**config.mk**
```make
export PLATFORM = sky130hd
export DESIGN_NAME = evt2_decoder
export DESIGN_NICKNAME = d
export VERILOG_FILES = /design/src/rtl/evt2_pkg.sv /design/src/rtl/evt2_sat_counter.sv /design/src/rtl/evt2_decoder.sv
export SDC_FILE = /design/constraint.sdc
export NUM_CORES = 1
export LEC_CHECK = 0
export BUFFER_PORTS_ARGS = -buffer_cell sky130_fd_sc_hd__buf_2
export CORE_ASPECT_RATIO = 1.75
export CORE_MARGIN = 4
export CORE_UTILIZATION = 49
export CTS_CLUSTER_SIZE = 25
export DETAILED_ROUTE_END_ITERATION = 6
export PLACE_DENSITY = 0.81
export SYNTH_ARGS = -nofsm -noshare
export SYNTH_HDL_FRONTEND = slang
export SYNTH_SLANG_ARGS = --single-unit
export TNS_END_PERCENT = 1
```
**constraint.sdc**
```tcl
create_clock -name clk -period 2.5 [get_ports clk]
set_clock_uncertainty 0.05 [all_clocks]
set_input_delay 0.125 -clock clk [delete_from_list [all_inputs] [get_ports clk]]
set_output_delay 0.125 -clock clk [all_outputs]
set_load 0.01 [all_outputs]
```
**src/rtl/evt2_pkg.sv**
```systemverilog
// rtl/evt2_pkg.sv - EVT 2.0 word types, field positions and decoded event record
package evt2_pkg;

  localparam int TS_W        = 34;
  localparam int COORD_W     = 14;
  localparam int RAW_COORD_W = 11;
  localparam int TH_W        = 28;
  localparam int TS_LSB_W    = 6;

  localparam int TYPE_HI = 31;
  localparam int TYPE_LO = 28;
  localparam int TS_HI   = 27;
  localparam int TS_LO   = 22;
  localparam int X_HI    = 21;
  localparam int X_LO    = 11;
  localparam int Y_HI    = 10;
  localparam int Y_LO    = 0;
  localparam int TH_HI   = 27;
  localparam int TH_LO   = 0;

  typedef enum logic [3:0] {
    CD_OFF      = 4'h0,
    CD_ON       = 4'h1,
    TIME_HIGH   = 4'h8,
    EXT_TRIGGER = 4'hA
  } evt_type_e;

  typedef struct packed {
    logic [TS_W-1:0]    timestamp;
    logic [COORD_W-1:0] x;
    logic [COORD_W-1:0] y;
    logic               pol;
  } cd_event_t;

endpackage

```
**src/rtl/evt2_sat_counter.sv**
```systemverilog
// rtl/evt2_sat_counter.sv - saturating event counter with synchronous clear
module evt2_sat_counter #(
  parameter int W = 32
) (
  input  logic         clk,
  input  logic         reset,
  input  logic         clear,
  input  logic         inc,
  output logic [W-1:0] count
);

  // clear has priority over a same-cycle increment
  always_ff @(posedge clk or posedge reset) begin
    if (reset) begin
      count <= '0;
    end else if (clear) begin
      count <= '0;
    end else if (inc && (count != {W{1'b1}})) begin
      count <= count + 1'b1;
    end
  end

endmodule

```
**src/rtl/evt2_decoder.sv**
```systemverilog
// rtl/evt2_decoder.sv - EVT 2.0 stream decoder with crop window; EVT_DECODER_STATS_EN adds counters
module evt2_decoder
  import evt2_pkg::*;
#(
  parameter int unsigned X_OFFSET = 576,
  parameter int unsigned Y_OFFSET = 296,
  parameter int unsigned CROP_W   = 128,
  parameter int unsigned CROP_H   = 128
) (
  input  logic               clk,
  input  logic               reset,
  input  logic [31:0]        in_data,
  input  logic               in_valid,
  output logic               in_ready,
  output logic [TS_W-1:0]    timestamp,
  output logic [COORD_W-1:0] x_coord,
  output logic [COORD_W-1:0] y_coord,
  output logic               polarity,
  output logic               is_valid,
  output logic               synced,
`ifdef EVT_DECODER_STATS_EN
  input  logic               stats_clear,
  output logic [31:0]        cnt_emitted,
  output logic [31:0]        cnt_dropped,
  output logic [31:0]        cnt_time_high,
  output logic [31:0]        cnt_other,
`endif
  output logic               ts_error
);

  typedef enum logic {WAIT_TH, RUN} state_e;

  localparam logic [RAW_COORD_W-1:0] X_BASE = RAW_COORD_W'(X_OFFSET);
  localparam logic [RAW_COORD_W-1:0] Y_BASE = RAW_COORD_W'(Y_OFFSET);
  localparam logic [RAW_COORD_W:0]   X_LIM  = (RAW_COORD_W+1)'(X_OFFSET + CROP_W);
  localparam logic [RAW_COORD_W:0]   Y_LIM  = (RAW_COORD_W+1)'(Y_OFFSET + CROP_H);

  state_e                 state_q, state_d;
  logic [TH_W-1:0]        time_high;
  cd_event_t              ev_q, ev_d;

  evt_type_e              in_type;
  logic [TS_LSB_W-1:0]    in_ts;
  logic [RAW_COORD_W-1:0] in_x, in_y, x_rel, y_rel;
  logic [TH_W-1:0]        in_th;
  logic                   accept, in_win;
  logic                   is_cd, is_th, is_other, emit, drop, th_back;

  assign accept  = in_valid & in_ready;
  assign in_type = evt_type_e'(in_data[TYPE_HI:TYPE_LO]);
  assign in_ts   = in_data[TS_HI:TS_LO];
  assign in_x    = in_data[X_HI:X_LO];
  assign in_y    = in_data[Y_HI:Y_LO];
  assign in_th   = in_data[TH_HI:TH_LO];
  assign x_rel   = in_x - X_BASE;
  assign y_rel   = in_y - Y_BASE;

  // one extra bit on the compares so X_OFFSET+CROP_W cannot overflow
  assign in_win = ({1'b0, in_x} >= {1'b0, X_BASE}) && ({1'b0, in_x} < X_LIM) &&
                  ({1'b0, in_y} >= {1'b0, Y_BASE}) && ({1'b0, in_y} < Y_LIM);

  always_comb begin
    state_d  = state_q;
    is_cd    = 1'b0;
    is_th    = 1'b0;
    is_other = 1'b0;
    th_back  = 1'b0;
    if (accept) begin
      case (in_type)
        CD_OFF, CD_ON: is_cd    = 1'b1;
        TIME_HIGH:     is_th    = 1'b1;
        default:       is_other = 1'b1;
      endcase
    end
    emit = is_cd && (state_q == RUN) && in_win;
    drop = is_cd && !emit;
    if (is_th) begin
      state_d = RUN;
      // 0xFFFFFFF -> 0 is a counter wrap, not a step backwards
      th_back = (in_th < time_high) && !((time_high == {TH_W{1'b1}}) && (in_th == '0));
    end
    ev_d.timestamp = {time_high, in_ts};
    ev_d.x         = {{(COORD_W-RAW_COORD_W){1'b0}}, x_rel};
    ev_d.y         = {{(COORD_W-RAW_COORD_W){1'b0}}, y_rel};
    ev_d.pol       = (in_type == CD_ON);
  end

  always_ff @(posedge clk or posedge reset) begin
    if (reset) begin
      state_q   <= WAIT_TH;
      in_ready  <= 1'b0;
      time_high <= '0;
      synced    <= 1'b0;
      ts_error  <= 1'b0;
      is_valid  <= 1'b0;
      ev_q      <= '0;
    end else begin
      state_q  <= state_d;
      in_ready <= 1'b1;
      is_valid <= emit;
      if (emit) begin
        ev_q <= ev_d;
      end
      if (is_th) begin
        time_high <= in_th;
        synced    <= 1'b1;
        if (th_back) begin
          ts_error <= 1'b1;
        end
      end
    end
  end

  assign timestamp = ev_q.timestamp;
  assign x_coord   = ev_q.x;
  assign y_coord   = ev_q.y;
  assign polarity  = ev_q.pol;

`ifdef EVT_DECODER_STATS_EN
  evt2_sat_counter #(.W(32)) u_cnt_emitted (
    .clk(clk), .reset(reset), .clear(stats_clear), .inc(emit), .count(cnt_emitted)
  );
  evt2_sat_counter #(.W(32)) u_cnt_dropped (
    .clk(clk), .reset(reset), .clear(stats_clear), .inc(drop), .count(cnt_dropped)
  );
  evt2_sat_counter #(.W(32)) u_cnt_time_high (
    .clk(clk), .reset(reset), .clear(stats_clear), .inc(is_th), .count(cnt_time_high)
  );
  evt2_sat_counter #(.W(32)) u_cnt_other (
    .clk(clk), .reset(reset), .clear(stats_clear), .inc(is_other), .count(cnt_other)
  );
`endif

endmodule

```
# --- Word level (Yosys, flattened, before mapping) ---
# Cells that the tools add are included.
totals:
  regBits: 89
  output_inout_bits: 67
  input_bits: 35
classes:
  magnitude_cmp: 5
  eq_ne: 3
  reduce_logical: 12
  add_sub_neg: 2
  bitwise: 1
  muxes: 5
op_table:
  columns: ["operator", "n"]
  rows:
  - ["28-bit equality test (second input constant)", 1]
  - ["28-bit logical NOT", 1]
  - ["28-bit < comparator", 1]
  - ["11-bit by 10-bit greater-or-equal comparator with 1-bit output (second input constant)", 1]
  - ["11-bit by 9-bit greater-or-equal comparator with 1-bit output (second input constant)", 1]
  - ["11-bit by 10-bit < comparator with 1-bit output (second input constant)", 1]
  - ["11-bit by 9-bit < comparator with 1-bit output (second input constant)", 1]
  - ["11-bit by 10-bit subtractor with 11-bit output (second input constant)", 1]
  - ["11-bit by 9-bit subtractor with 11-bit output (second input constant)", 1]
  - ["1-bit logical AND", 7]
  - ["1-bit two-way mux", 5]
  - ["4-bit by 1-bit equality test with 1-bit output (second input constant)", 1]
  - ["4-bit equality test (second input constant)", 1]
  - ["4-bit logical NOT", 1]
  - ["2-bit AND reduction", 1]
  - ["2-bit OR reduction", 1]
  - ["1-bit AND", 1]
  - ["1-bit logical NOT", 1]

# --- Logic depth before layout (Yosys ltp) ---
# Gate-level depths: netlist of the first run.
logic_depth:
  depth_word: 6
  mapped_depth: 9

# --- Worst setup path before layout of the first run ---
# No wires, ideal clock.
synth_timing:
  kind: "input-to-reg"
  start: "in in_data[4]"
  end: "reg ev_q (netlist bit timestamp[2])"
  arrival_ns: 1.698
  setup_time_ns: 0.127
  n_path_buf: 2
  t_required_ns: 2.323
  slack_ns: 0.625
  path_stages: 9
  cell_sequence: "inv_1 > ha_1 > nor2b_1 > o21ai_0 > o21ai_1 > nor4_4 > buf_6 > buf_6 > mux2_1"
synth_between:
  elab_chain_cells: 4
  elab_cells_between_ends: 5
  classes_between: "order compare: 2; reduce/logical: 3"
synth_rtl:
  columns: ["element", "line", "source"]
  rows:
  - ["from (decl)", "evt2_decoder.sv:12", "input logic [31:0] in_data,"]
  - ["11-bit by 9-bit greater-or-equal comparator with 1-bit output", "evt2_decoder.sv:60", "({1'b0, in_y} >= {1'b0, Y_BASE}) && ({1'b0, in_y} < Y_LIM);"]
  - ["1-bit logical AND", "evt2_decoder.sv:59", "assign in_win = ({1'b0, in_x} >= {1'b0, X_BASE}) && ({1'b0, in_x} < X_LIM) &&"]
  - ["1-bit logical AND (*)", "evt2_decoder.sv:60", null]
  - ["1-bit logical AND (*)", "evt2_decoder.sv:75", "emit = is_cd && (state_q == RUN) && in_win;"]
  - ["to (signal assigned)", "evt2_decoder.sv:102", "ev_q <= ev_d;"]
  - ["to (decl)", "evt2_decoder.sv:40", "cd_event_t ev_q, ev_d;"]
# Every way passes the cells marked *; elsewhere a longest branch is shown, timed or not.
# A chain may end at the register's enable or synchronous reset.

# --- Worst setup path after layout of the first run ---
layout_timing:
  start: "reg time_high[17]"
  end: "reg ts_error"
layout_between:
  elab_chain_cells: 6
  elab_cells_between_ends: 7
  classes_between: "order compare: 1; eq/ne: 1; mux: 1; reduce/logical: 4"
layout_rtl:
  columns: ["element", "line", "source"]
  rows:
  - ["from (decl)", "evt2_decoder.sv:39", "logic [TH_W-1:0] time_high;"]
  - ["from (signal assigned)", "evt2_decoder.sv:105", "time_high <= in_th;"]
  - ["branches (longest 3 deep; another with 28-bit < comparator)", null, null]
  - ["1-bit logical AND (*)", "evt2_decoder.sv:80", "th_back = (in_th < time_high) && !((time_high == {TH_W{1'b1}}) && (in_th == '0));"]
  - ["1-bit two-way mux (*)", "evt2_decoder.sv:77", "if (is_th) begin"]
  - ["2-bit AND reduction (no line) (*)", null, null]
  - ["to (signal assigned)", "evt2_decoder.sv:94", "ts_error <= 1'b0;"]
  - ["to (signal assigned)", "evt2_decoder.sv:108", "ts_error <= 1'b1;"]
  - ["to (decl)", "evt2_decoder.sv:28", "output logic ts_error"]
# Every way passes the cells marked *.

==> results of run 1 <==
-- what timing repair did --
action	CTS	global route
hold buffers	2	0
setup buffers	0	0
hold endpoints to repair	36	0
-- critical path, stage by stage (launching register included) --
cell,delay (ns)
dfrtp_1,0.40
inv_1,0.07
ha_1,0.29
nand4_1,0.15
or4_1,0.57
o211ai_1,0.23
a22oi_1,0.10
-- metrics by stage --
| step | std cells | setup WS, ns | total power [mW] |
|---|---|---|---|
| global route | 583 | 0.379 | 3.73 |
| detailed placement | 565 | 0.228 | 2.13 |
| finish | 583 | 0.510 | 3.57 |
| global placement | 565 | 0.365 | 2.09 |
| CTS | 583 | 0.507 | 3.59 |
| floorplan | 364 | 0.0181 | 1.95 |
-- how the worst max path moves through the flow --
stage / startpoint / endpoint / slack, ns / cells after the start
after detailed placement: in_data[3] / timestamp[29] / 0.23 / 9
after CTS: time_high[17] / ts_error / 0.51 / 6
after floorplan: reset / in_ready / 0.02 / 1
final: time_high[17] / ts_error / 0.51 / 6
after global routing: time_high[19] / ts_error / 0.38 / 6
after global placement: in_data[3] / x_coord[2] / 0.37 / 9
-- routing by layer --
| metal | vias to the layer above | part of all wire | track usage |
|---|---|---|---|
| met3 | 22 | 0.047 | 0.0501 |
| met1 | 1544 | 0.36 | 0.213 |
| met2 | 83 | 0.55 | 0.364 |
| met4 | 0 | 0.034 | 0.0946 |
| met5 | - | 0 | 0 |
| li1 | 1463 | - | - |
-- cells in the final DEF, fill, tap and decap left out, types with 6 or more instances in the layout --
| cell type | n |
|---|---|
| a21oi_1 | 11 |
| buf_2 | 95 |
| clkbuf_16 | 9 |
| nor4_1 | 6 |
| ha_1 | 31 |
| conb_1 | 7 |
| a21o_1 | 6 |
| nand2_1 | 14 |
| nand4_1 | 12 |
| dfrtp_1 | 89 |
| o21ai_0 | 12 |
| mux2_2 | 49 |
| inv_1 | 38 |
| mux2_1 | 27 |
-- state kept, by name (all words and copies together), names as in the netlist --
| signal | count |
|---|---|
| in_ready | 1 |
| y_coord | 11 |
| timestamp | 34 |
| time_high | 28 |
| ts_error | 1 |
| state_q | 1 |
| is_valid | 1 |
| x_coord | 11 |
| polarity | 1 |
-- report_power, final --
part           internal (mW)  leakage, nW  switching [mW]
Clock                  0.925        0.162           0.530
Sequential              1.54         1.19          0.0992
Combinational          0.219         1.52           0.259
-- logic make-up after synthesis --
logic type | count (synthesis) | synth area share
mux | 79 | 0.201
buf+inv | 54 | 0.0597
flops | 89 | 0.506
other cells | 2 | 0.00171
compound gates | 39 | 0.0523
simple gates | 60 | 0.0813
xor+xnor | 5 | 0.00995
fa+ha+maj | 31 | 0.0881
-- layout make-up --
cell class	count	area, sq um	area share
clock buffers	11	253	0.0474
clock inverters	5	77.6	0.0145
inverters	39	148	0.0277
multi-input cells	221	1930	0.362
flip-flops and latches	89	2230	0.418
well taps	117	146	0.0274
repair buffers	101	551	0.103
==> run metrics, run 1 <==
critical register-to-register path startpoint=time_high[17]; Die Y=roughly 130 um; status=completed; Worst Reg-to-Reg Cells=6; Critical Path Sink Type=flip-flop; Port Buffers=between 90 and 100; Syn. warnings=0; largest net degree at the start of global routing=55; Peak VDD IR=~500 uV; initial antenna violation count=0; top-count cell post-synth=dfrtp_1; hold slack=0.0174 ns; Pre-antenna DRT Iters=4; Final setup viols=0; average instance area after synthesis=12.3 sq um; gr usage total=0.202; Synth area leader=dfrtp_1; CP Launch Type=flip-flop; DR WL/cell=~17 um; Hold Vio Cnt, Final=0; vias in the first global route=between 3000 and 4000; cell leakage power=roughly 2.9 nW; Fmax=502 MHz; first-pass GRT wire length=16500 um; CP Class=reg -> reg; clk root buf=clkbuf_16; Initial DRC Count=87; routed wire length=9980 um; Netlist cell types=40; Die ar.=10600 sq um; total gr overflow=0; Crit path arrival time=2.15 ns; hold_sp=in_data[9]; vias per std cell=5.34; number of H-tree levels=3; reg2reg setup slack=0.51 ns; sequential area share after synthesis=0.506; worst hold path class=in -> reg; CP max FO=4; post_cts resized=0; part of the cycle the worst path needs=0.796; Tmin final=approximately 2.0 ns; # rows=45; Cell Pwr Density=669 nW/um^2; Worst Hold End=time_high[9]; Cell Area, Synth=4400 sq um; DP HPWL=7480 um; Primary FF master, synth=dfrtp_1; Worst Hold Depth=2; layout filler cell count=705; TritonCTS Buffers=9; NumNets Final=527; DRC viols=0; number of synthesized register bits=89; relative slew slack=0.567; RSZ-0062 raised after global routing=false; post-route cell area=between 5000 and 6000 sq um; Layout Utilization=0.611; # diodes=0; async set or reset register ratio after synthesis=1.00; TritonCTS Sinks=89; FF-to-FF End=ts_error; # IOs=between 100 and 150; Starting Density=0.505; Max clock buf depth=2; clock slew at reported path FFs=approximately 0.060 ns; cells after synthesis=359; Post-synth top cells=dfrtp_1, mux2_2, inv_1; number of synthesized flops with an enable pin=0; placed cell areas=4980 sq um; routability cong.=0.812; setup_tns=0 ns; fraction of layout cells with a size suffix above 1=0.358; Worst-Skew Late Latency=0.34 ns; final max-slew violation count=0; top-area cell type share of the netlist area=0.506; die width=between 70 and 80 um; max-cap viol count=0; vias=~3100; TritonCTS clock tree=yes; worst slew pin tran=roughly 0.65 ns; CORE AREA=around 8700 sq um; Area Overhead vs Synth=21.1%; Crit path required time=2.66 ns; post-route ant nets=0; Synth area leaders=dfrtp_1, mux2_2, ha_1
No activity file was read; power rests on OpenSTA's default activity.
==> inputs of run 2 (changes only) <==
- CORE_UTILIZATION: 49 -> 54
- PLACE_DENSITY: 0.81 -> 0.84
- clock period: 2.5 -> 2.1 ns (I/O delays scaled with it)
==> run metrics, run 2 (synthesis results as in run 1) <==
NumNets Final=547; routability cong.=0.938; cell leakage power=2.94 nW; initial antenna violation count=0; post-route ant nets=0; DP HPWL=7620 um; Hold Vio Cnt, Final=0; gr usage total=0.224; Worst Reg-to-Reg Cells=6; placed cell count=552; die width=76.3 um; Initial DRC Count=140; Pre-antenna DRT Iters=4; first-pass GRT wire length=17100 um; vias in the first global route=3551; metal2 WL=5540 um; combinational power share=0.150; hold_sp=in_data[12]; DRC viols=0; largest net degree at the start of global routing=90; post-route insts no fill=576; Worst-Skew Late Latency=roughly 0.34 ns; layout filler cell count=around 600; Die Y=~130 um; Peak VDD IR=a little under 500 uV; TritonCTS Buffers=9; fraction of layout cells with a size suffix above 1=0.370; top layer reached by signal wires=met4; Final setup viols=0; part of the cycle the worst path needs=0.950; Flop pwr share=0.485; TritonCTS Sinks=89; Crit path required time=2.27 ns; status=completed; Area Overhead vs Synth=23.2%; CP max FO=26; final max-slew violation count=0; switch share=0.259; P_sw=1.04 mW; Die ar.=9720 sq um; number of flip-flops in the largest register=34; number of H-tree levels=3; metal3 WL=476 um; Worst Hold Depth=2; Crit path arrival time=approximately 2.2 ns; hold slack=0.0109 ns; clk root buf=clkbuf_16; Tmin final=roughly 2.0 ns; # rows=43; clock power share=0.366; Max clock buf depth=2; most common cell after layout, fill and taps aside=buf_2; worst hold path class=in -> reg; placed cell areas=5070 sq um; CP Launch Type=input port; vias=3218; # diodes=0; critical register-to-register path startpoint=time_high[18]; most frequent cells in the layout=buf_2, dfrtp_1, mux2_2; Cell Pwr Density=740 nW/um^2; vias per std cell=5.59; CORE AREA=7960 sq um; crit path from=in_data[11]; CP Class=in -> reg; Critical Path Sink Type=flip-flop; routed wire length=10200 um; max-cap viol count=0; Starting Density=0.553; TritonCTS clock tree=yes; clock slew at reported path FFs=0.06 ns; Port Buffers=95; # IOs=102; total gr overflow=0; Int Pwr=2.97 mW; DR WL/cell=roughly 18 um; M1 WL=3790 um; RSZ-0062 raised after global routing=false; Fmax=roughly 500 MHz; post-route cell area=about 5400 sq um
-- run 2: changes by cell type in the layout (fill, tap and decap cells not counted), sizes merged --
cell,change
bufinv,-2
buf,+15
dlygate4sd3,+5
clkbuf,+2
-- run 2: power by group through the flow --
| stage | registers (mW) | logic [mW] | clock network (mW) |
|---|---|---|---|
| CTS | 1.95 | 0.595 | 1.50 |
| finish | 1.94 | 0.600 | 1.47 |
| detailed placement | 1.98 | 0.575 | 0 |
| floorplan | 1.94 | 0.389 | 0 |
| global route | 1.96 | 0.690 | 1.56 |
| global placement | 1.97 | 0.536 | 0 |
-- run 2: cell type report --
class	instances	area (sq um)	area share
clock buffers	13	260	0.0480
inverters	39	150	0.0277
repair buffers	121	726	0.134
flip-flops and latches	89	2230	0.411
multi-input cells	221	1930	0.356
clock inverters	3	15.0	0.00277
well taps	90	113	0.0208
-- run 2: critical path: stages --
cell and delay, ns:
dlygate4sd3_1 0.53, buf_2 0.14, nor2_1 0.16, a31oi_1 0.19, nor4_4 0.26, buf_4 0.38
mux2_2 0.39
-- run 2: stage by stage --
step                      utilization  total power [mW]  setup TNS (ns)  setup slack (ns)
after global routing            0.681              4.22               0            0.0133
final                           0.681              4.01               0             0.106
after global placement          0.637              2.50           -3.35            -0.117
after detailed placement        0.637              2.55           -2.85            -0.122
after floorplan                     -              2.33               0             0.245
after CTS                       0.680              4.04               0             0.108
-- run 2: worst paths after layout --
| check | slack, ns | endpoint |
|---|---|---|
| max in group asynchronous | 1.25 | timestamp[26] |
| worst max-delay path | 0.11 | x_coord[3] |
| worst max register to register | 0.12 | ts_error |
| worst min register to register | 0.43 | timestamp[16] |
| min in group asynchronous | 0.40 | y_coord[6] |
| worst min-delay path | 0.01 | x_coord[1] |
-- run 2: metal layers --
metal,GRT usage,vias to the layer above
met5,0,-
li1,-,1505
met1,0.241,1586
met2,0.407,100
met3,0.0585,27
met4,0.105,0
-- run 2: what timing repair did --
item | 4_1_cts | 5_1_grt
endpoints found under the hold margin | 97 | 0
buffers inserted | 0 | 1
hold buffers | 7 | 0
setup endpoints to repair | 0 | 1
resized for setup | 0 | 0
